===== src/rtl/prefix_add_pkg.sv =====
// Shared constants, helper functions and stage types for the pipelined prefix adder.
package prefix_add_pkg;

  // Per-stage control: valid bit plus the carry-in needed for the sum of bit 0.
  typedef struct packed {
    logic valid;
    logic c0;
  } stage_ctrl_t;

  function automatic int prefix_levels(input int width);
    return $clog2(width);
  endfunction

  function automatic int prefix_stages(input int width, input int reg_every);
    int levels;
    levels = $clog2(width);
    return (levels + reg_every - 1) / reg_every;
  endfunction

  function automatic bit prefix_params_legal(input int width, input int reg_every);
    int levels;
    levels = $clog2(width);
    return (width >= 4) && (width <= 64) && ((1 << levels) == width) &&
           (reg_every >= 1) && (reg_every <= levels);
  endfunction

endpackage


===== src/rtl/prefix_add_pipe_black_cell.sv =====
// Sklansky black cell: merges a high group (hi) with the adjacent lower group (lo).
module prefix_black_cell (
  input  logic hi_p,
  input  logic hi_g,
  input  logic lo_p,
  input  logic lo_g,
  output logic p,
  output logic g
);

  assign g = hi_g | (hi_p & lo_g);
  assign p = hi_p & lo_p;

endmodule


===== src/rtl/prefix_add_pipe.sv =====
// Pipelined Sklansky prefix adder/subtractor with valid/ready on both sides.
// Optional out_ovf/out_zero flags are built only when PREFIX_ADD_FLAGS_EN is defined.
module prefix_add_pipe
  import prefix_add_pkg::*;
#(
  parameter int WIDTH     = 16,
  parameter int REG_EVERY = 1
) (
  input  logic             clk,
  input  logic             rst,
  input  logic             in_valid,
  output logic             in_ready,
  input  logic [WIDTH-1:0] in_a,
  input  logic [WIDTH-1:0] in_b,
  input  logic             in_cin,
  input  logic             in_sub,
  output logic             out_valid,
  input  logic             out_ready,
  output logic [WIDTH-1:0] out_sum,
  output logic             out_cout
`ifdef PREFIX_ADD_FLAGS_EN
  ,
  output logic             out_ovf,
  output logic             out_zero
`endif
);

  localparam int L = prefix_levels(WIDTH);
  localparam int S = prefix_stages(WIDTH, REG_EVERY);

  if (!prefix_params_legal(WIDTH, REG_EVERY)) begin : g_bad_params
    $error("prefix_add_pipe: illegal WIDTH/REG_EVERY combination");
  end

  // x is the bitwise propagate kept for the final sum; p/g are the group terms.
  typedef struct packed {
    stage_ctrl_t      ctrl;
    logic [WIDTH-1:0] x;
    logic [WIDTH-1:0] p;
    logic [WIDTH-1:0] g;
  } stage_t;

  stage_t           stage_reg  [0:S-1];
  stage_t           stage_next [0:S-1];
  logic [WIDTH-1:0] lvl_in_p   [0:L-1];
  logic [WIDTH-1:0] lvl_in_g   [0:L-1];
  logic [WIDTH-1:0] lvl_out_p  [0:L-1];
  logic [WIDTH-1:0] lvl_out_g  [0:L-1];

  logic             adv;
  logic [WIDTH-1:0] b_eff;
  logic [WIDTH-1:0] x_in;
  logic [WIDTH-1:0] g_in;
  logic             c0_in;
  logic [WIDTH:0]   carry;
  logic [WIDTH-1:0] sum_next;

  assign adv      = out_ready | ~out_valid;
  assign in_ready = adv;

  // Carry-in is folded into g[0] so every group generate is a true carry.
  always_comb begin
    b_eff   = in_sub ? ~in_b : in_b;
    c0_in   = in_sub | in_cin;
    x_in    = in_a ^ b_eff;
    g_in    = in_a & b_eff;
    g_in[0] = g_in[0] | (x_in[0] & c0_in);
  end

  assign stage_next[0] = {in_valid & in_ready, c0_in, x_in, x_in, g_in};

  genvar gi, gj;
  for (gi = 0; gi < L; gi++) begin : g_level
    if (gi % REG_EVERY == 0) begin : g_from_reg
      assign lvl_in_p[gi] = stage_reg[gi / REG_EVERY].p;
      assign lvl_in_g[gi] = stage_reg[gi / REG_EVERY].g;
    end else begin : g_from_comb
      assign lvl_in_p[gi] = lvl_out_p[gi-1];
      assign lvl_in_g[gi] = lvl_out_g[gi-1];
    end

    for (gj = 0; gj < WIDTH; gj++) begin : g_bit
      if (((gj >> gi) & 1) == 1) begin : g_cell
        localparam int J = ((gj >> gi) << gi) - 1;
        prefix_black_cell u_cell (
          .hi_p (lvl_in_p[gi][gj]),
          .hi_g (lvl_in_g[gi][gj]),
          .lo_p (lvl_in_p[gi][J]),
          .lo_g (lvl_in_g[gi][J]),
          .p    (lvl_out_p[gi][gj]),
          .g    (lvl_out_g[gi][gj])
        );
      end else begin : g_pass
        assign lvl_out_p[gi][gj] = lvl_in_p[gi][gj];
        assign lvl_out_g[gi][gj] = lvl_in_g[gi][gj];
      end
    end
  end

  for (gi = 1; gi < S; gi++) begin : g_stage
    assign stage_next[gi] = {stage_reg[gi-1].ctrl, stage_reg[gi-1].x,
                             lvl_out_p[gi*REG_EVERY-1], lvl_out_g[gi*REG_EVERY-1]};
  end

  // Group propagates of the final level feed nothing once all carries are known.
  logic unused_final_p;
  assign unused_final_p = ^lvl_out_p[L-1];

  assign carry    = {lvl_out_g[L-1], stage_reg[S-1].ctrl.c0};
  assign sum_next = stage_reg[S-1].x ^ carry[WIDTH-1:0];

  always_ff @(posedge clk or posedge rst) begin
    if (rst) begin
      for (int k = 0; k < S; k++) begin
        stage_reg[k] <= '0;
      end
    end else if (adv) begin
      for (int k = 0; k < S; k++) begin
        stage_reg[k] <= stage_next[k];
      end
    end
  end

  always_ff @(posedge clk or posedge rst) begin
    if (rst) begin
      out_valid <= 1'b0;
      out_sum   <= '0;
      out_cout  <= 1'b0;
    end else if (adv) begin
      out_valid <= stage_reg[S-1].ctrl.valid;
      out_sum   <= sum_next;
      out_cout  <= carry[WIDTH];
    end
  end

`ifdef PREFIX_ADD_FLAGS_EN
  always_ff @(posedge clk or posedge rst) begin
    if (rst) begin
      out_ovf  <= 1'b0;
      out_zero <= 1'b0;
    end else if (adv) begin
      out_ovf  <= carry[WIDTH] ^ carry[WIDTH-1];
      out_zero <= ~|sum_next;
    end
  end
`endif

endmodule


===== config.mk =====
export PLATFORM = sky130hd
export DESIGN_NAME = prefix_add_pipe
export DESIGN_NICKNAME = d
export VERILOG_FILES = /design/src/rtl/prefix_add_pkg.sv /design/src/rtl/prefix_add_pipe_black_cell.sv /design/src/rtl/prefix_add_pipe.sv
export SDC_FILE = /design/constraint.sdc
export NUM_CORES = 1
export LEC_CHECK = 0
export ABC_CLOCK_PERIOD_IN_PS = 10900
export BUFFER_PORTS_ARGS = -buffer_cell sky130_fd_sc_hd__buf_2
export CORE_MARGIN = 8
export CORE_UTILIZATION = 55
export CTS_BUF_LIST = sky130_fd_sc_hd__clkbuf_16
export DETAILED_ROUTE_END_ITERATION = 16
export PLACE_DENSITY = 0.86
export REMOVE_ABC_BUFFERS = 1
export SKIP_CTS_REPAIR_TIMING = 1
export SLEW_MARGIN = 20
export SYNTH_ARGS = -nofsm -noshare
export SYNTH_HDL_FRONTEND = slang
export SYNTH_SLANG_ARGS = --single-unit

===== constraint.sdc =====
create_clock -name clk -period 10.9 [get_ports clk]
set_input_delay 1.09 -clock clk [delete_from_list [all_inputs] [get_ports clk]]
set_output_delay 1.09 -clock clk [all_outputs]
set_load 0.005 [all_outputs]

==> insert_results.sql <==
INSERT INTO impl_metrics (metric_group, metric, value, unit) VALUES
('outcome', 'status', 'completed', ''),
('placed_design', 'gpl.final_weighted_congestion', '0.755', ''),
('finish', 'largest_register_ff_count', '56', ''),
('logic_synthesis', 'cell_with_the_most_instances_after_synthesis', 'sky130_fd_sc_hd__nand2_1', ''),
('sta', 'finalSetupViolCount', '0', ''),
('logic_synthesis', 'post_synth_main_area_contributors', 'sky130_fd_sc_hd__dfrtp_1, sky130_fd_sc_hd__nand2_1, sky130_fd_sc_hd__ha_1, sky130_fd_sc_hd__o21ai_0, sky130_fd_sc_hd__xor2_1', ''),
('global_routing', 'wire_length_of_the_first_global_routing_pass', '22800', 'µm'),
('setup_path', 'start_kind', 'primary input', ''),
('sta', 'min_period_over_period', '0.347', ''),
('logic_synthesis', 'synth-seq-area-share', '0.604', ''),
('logic_synthesis', 'synth_area_leader_cell', 'sky130_fd_sc_hd__dfrtp_1', ''),
('route', 'drtPass1Iterations', '4', ''),
('logic_synthesis', 'syn-cell-area', '7330', 'µm²'),
('die', 'ios', '57', ''),
('route', 'routedWlPerCell', '12.6', 'µm'),
('finish', 'num_antenna_cells', '0', ''),
('setup_path', 'critPathMaxStageDelay', '0.76', 'ns'),
('route', 'drc', '0', ''),
('global_routing', 'global_route_total_overflow', '0', ''),
('global_routing', 'groute.usage.overall', '0.159', ''),
('finish', 'num-nets-final', '884', ''),
('clocking', 'cts_inserted_buffers', '17', ''),
('logic_synthesis', 'synthFlopType', 'sky130_fd_sc_hd__dfrtp_1', ''),
('pwr', 'power.leakage', '4.29', 'nW'),
('run', 'max_cap_violations', '0', ''),
('route', 'vias', '5041', ''),
('setup_path', 'critical_path.reg2reg.startpoint', 'out_valid', ''),
('setup_path', 'critical_path_buf_inv_count', '4', ''),
('setup_path', 'critical_path.most_common_cell', 'sky130_fd_sc_hd__buf_2', ''),
('setup_path', 'path_delay_family', 'buffers and inverters', ''),
('setup_path', 'r2r_setup_slack', '8.27', 'ns'),
('setup_path', 'cp.required', '9.81', 'ns'),
('sta', 'period_needed', '3.78', 'ns'),
('die', 'rows', '42', ''),
('setup_path', 'reg2reg_depth', '6', ''),
('clocking', 'latest_clock_arrival_within_the_worst_skew_pair', '0.43', 'ns'),
('setup_path', 'critical-path-slowest-cell', 'sky130_fd_sc_hd__buf_4', ''),
('finish', 'areaGrowthSynthToFinish', '11.3', '%'),
('clocking', 'cts.path.max_buffers', '2', ''),
('clocking', 'clock_net_sink_count', '177', ''),
('setup_path', 'rr_endpoint', 'lvl_in_p[43]', ''),
('sta', 'hold_violations', '0', ''),
('logic_synthesis', 'synthDominantCellAreaShare', '0.604', ''),
('global_routing', 'grt_pass1_vias', '4922', ''),
('pwr', 'max-vdd-ir-drop', '121', 'µV'),
('worst_hold_path', 'holdCritPathClass', 'register to register', ''),
('placed_design', 'portBuffers', '56', ''),
('setup_path', 'path_cells', 'buf_2 > nor2b_4 > buf_4 > inv_4 > buf_2', ''),
('logic_synthesis', 'netlist_instances', '792', ''),
('setup_path', 'critPathCaptureType', 'output pin', ''),
('route', 'post_drt_antenna_nets', '0', ''),
('worst_hold_path', 'holdCritStartpoint', 'stage_reg[49]', ''),
('clocking', 'clock_tree.htree_level_count', '4', ''),
('finish', 'final_core_utilization', '0.621', ''),
('route', 'routed_wl', '12900', 'µm'),
('logic_synthesis', 'synth-edff-count', '0', ''),
('setup_path', 'critical_path_peak_fanout', '113', ''),
('placed_design', 'dpl-instance-area', '7550', 'µm²'),
('placed_design', 'detailedPlacementHpwl', '7720', 'µm'),
('die', 'floorplan.die_area', '17300', 'µm²'),
('sta', 'relative_max_transition_margin', '0.335', ''),
('clocking', 'cell_chosen_for_the_clock_root', 'sky130_fd_sc_hd__clkbuf_16', ''),
('setup_path', 'timing.critical_path.arrival', '2.69', 'ns'),
('sta', 'final.setup_skew', '0.00383', 'ns'),
('placed_design', 'pre_cts_ws', '7.12', 'ns'),
('global_routing', 'pin_count_of_the_biggest_net_entering_global_routing', '115', ''),
('worst_hold_path', 'hold-path-endpoint', 'stage_reg[49]', ''),
('sta', 'fin_setup_tns', '0', 'ns'),
('clocking', 'cts_tree', 'done', ''),
('global_routing', 'number_of_antenna_violations_at_the_first_check_in_global_routing', '0', ''),
('die', 'initial_utilization', '0.558', '');
-- stage by stage --
stage	hold slack, ns	instances
final	0.460	1018
after detailed placement	0.449	986
after CTS	0.463	1018
after global routing	0.478	1018
after floorplan	0.430	750
after global placement	0.445	986
-- layout make-up --
cell class              count  area (µm²)
fillers                  1047        4970
inverters                   3        21.3
multi-input cells         570        2570
flip-flops and latches    177        4430
clock buffers              17         425
well taps                 176         220
clock inverters            15         185
repair buffers             60         310
-- cells by family (layout without fill, tap and decap cells) --
logic type | count (synthesis) | count (layout) | share of synthesized area
AO/OA/AOI/OAI | 73 | 73 | 0.0500
flip-flops | 177 | 177 | 0.604
XOR/XNOR | 31 | 31 | 0.0370
adder cells (fa/ha/maj) | 17 | 17 | 0.0290
AND/OR/NAND/NOR | 449 | 449 | 0.235
buffers and inverters | 45 | 95 | 0.0454
-- report_power, final --
part | switching, mW | internal, mW | total, mW
sequential | 0.182 | 0.930 | 1.11
clock | 0.255 | 0.363 | 0.618
combinational | 0.314 | 0.203 | 0.516
-- worst max path at each step --
stage	slack (ns)	cells past startpoint	start	end
2_1_floorplan	5.01	1	rst	carry[0]
3_3_place_gp	7.12	5	out_ready	in_ready
3_5_place_dp	7.12	5	out_ready	in_ready
4_1_cts	7.12	5	out_ready	in_ready
5_1_grt	6.96	5	out_ready	in_ready
6_report	7.12	5	out_ready	in_ready
-- layout by cell type, fill, tap and decap left out, drive strengths merged, types with 3 or more instances in the layout --
master    netlist  routed
nand2         425     425
dfrtp         177     177
buf            39      60
o21ai          41      41
a21oi          31      31
xor2           23      23
nand3          17      17
ha             17      17
clkbuf          3      17
xnor2           8       8
inv             3       6
clkinvlp        0       5
nor2            4       4
clkinv          0       4
bufinv          0       3
-- worst min-delay path, cell delays in order, from the launching register on --
cell	delay, ns
sky130_fd_sc_hd__dfrtp_1	0.34
sky130_fd_sc_hd__nand2_1	0.05
sky130_fd_sc_hd__nand2_1	0.04
-- layer usage --
layer / wire length, µm / share of wire / GRT usage / vias up
met5: 0 / 0 / 0 / -
met4: 195 / 0.015 / 0.0504 / 0
met3: 479 / 0.037 / 0.0495 / 16
met2: 6430 / 0.50 / 0.257 / 82
met1: 5750 / 0.45 / 0.201 / 2380
li1: - / - / - / 2563
Power figures use the tool's default switching activity.
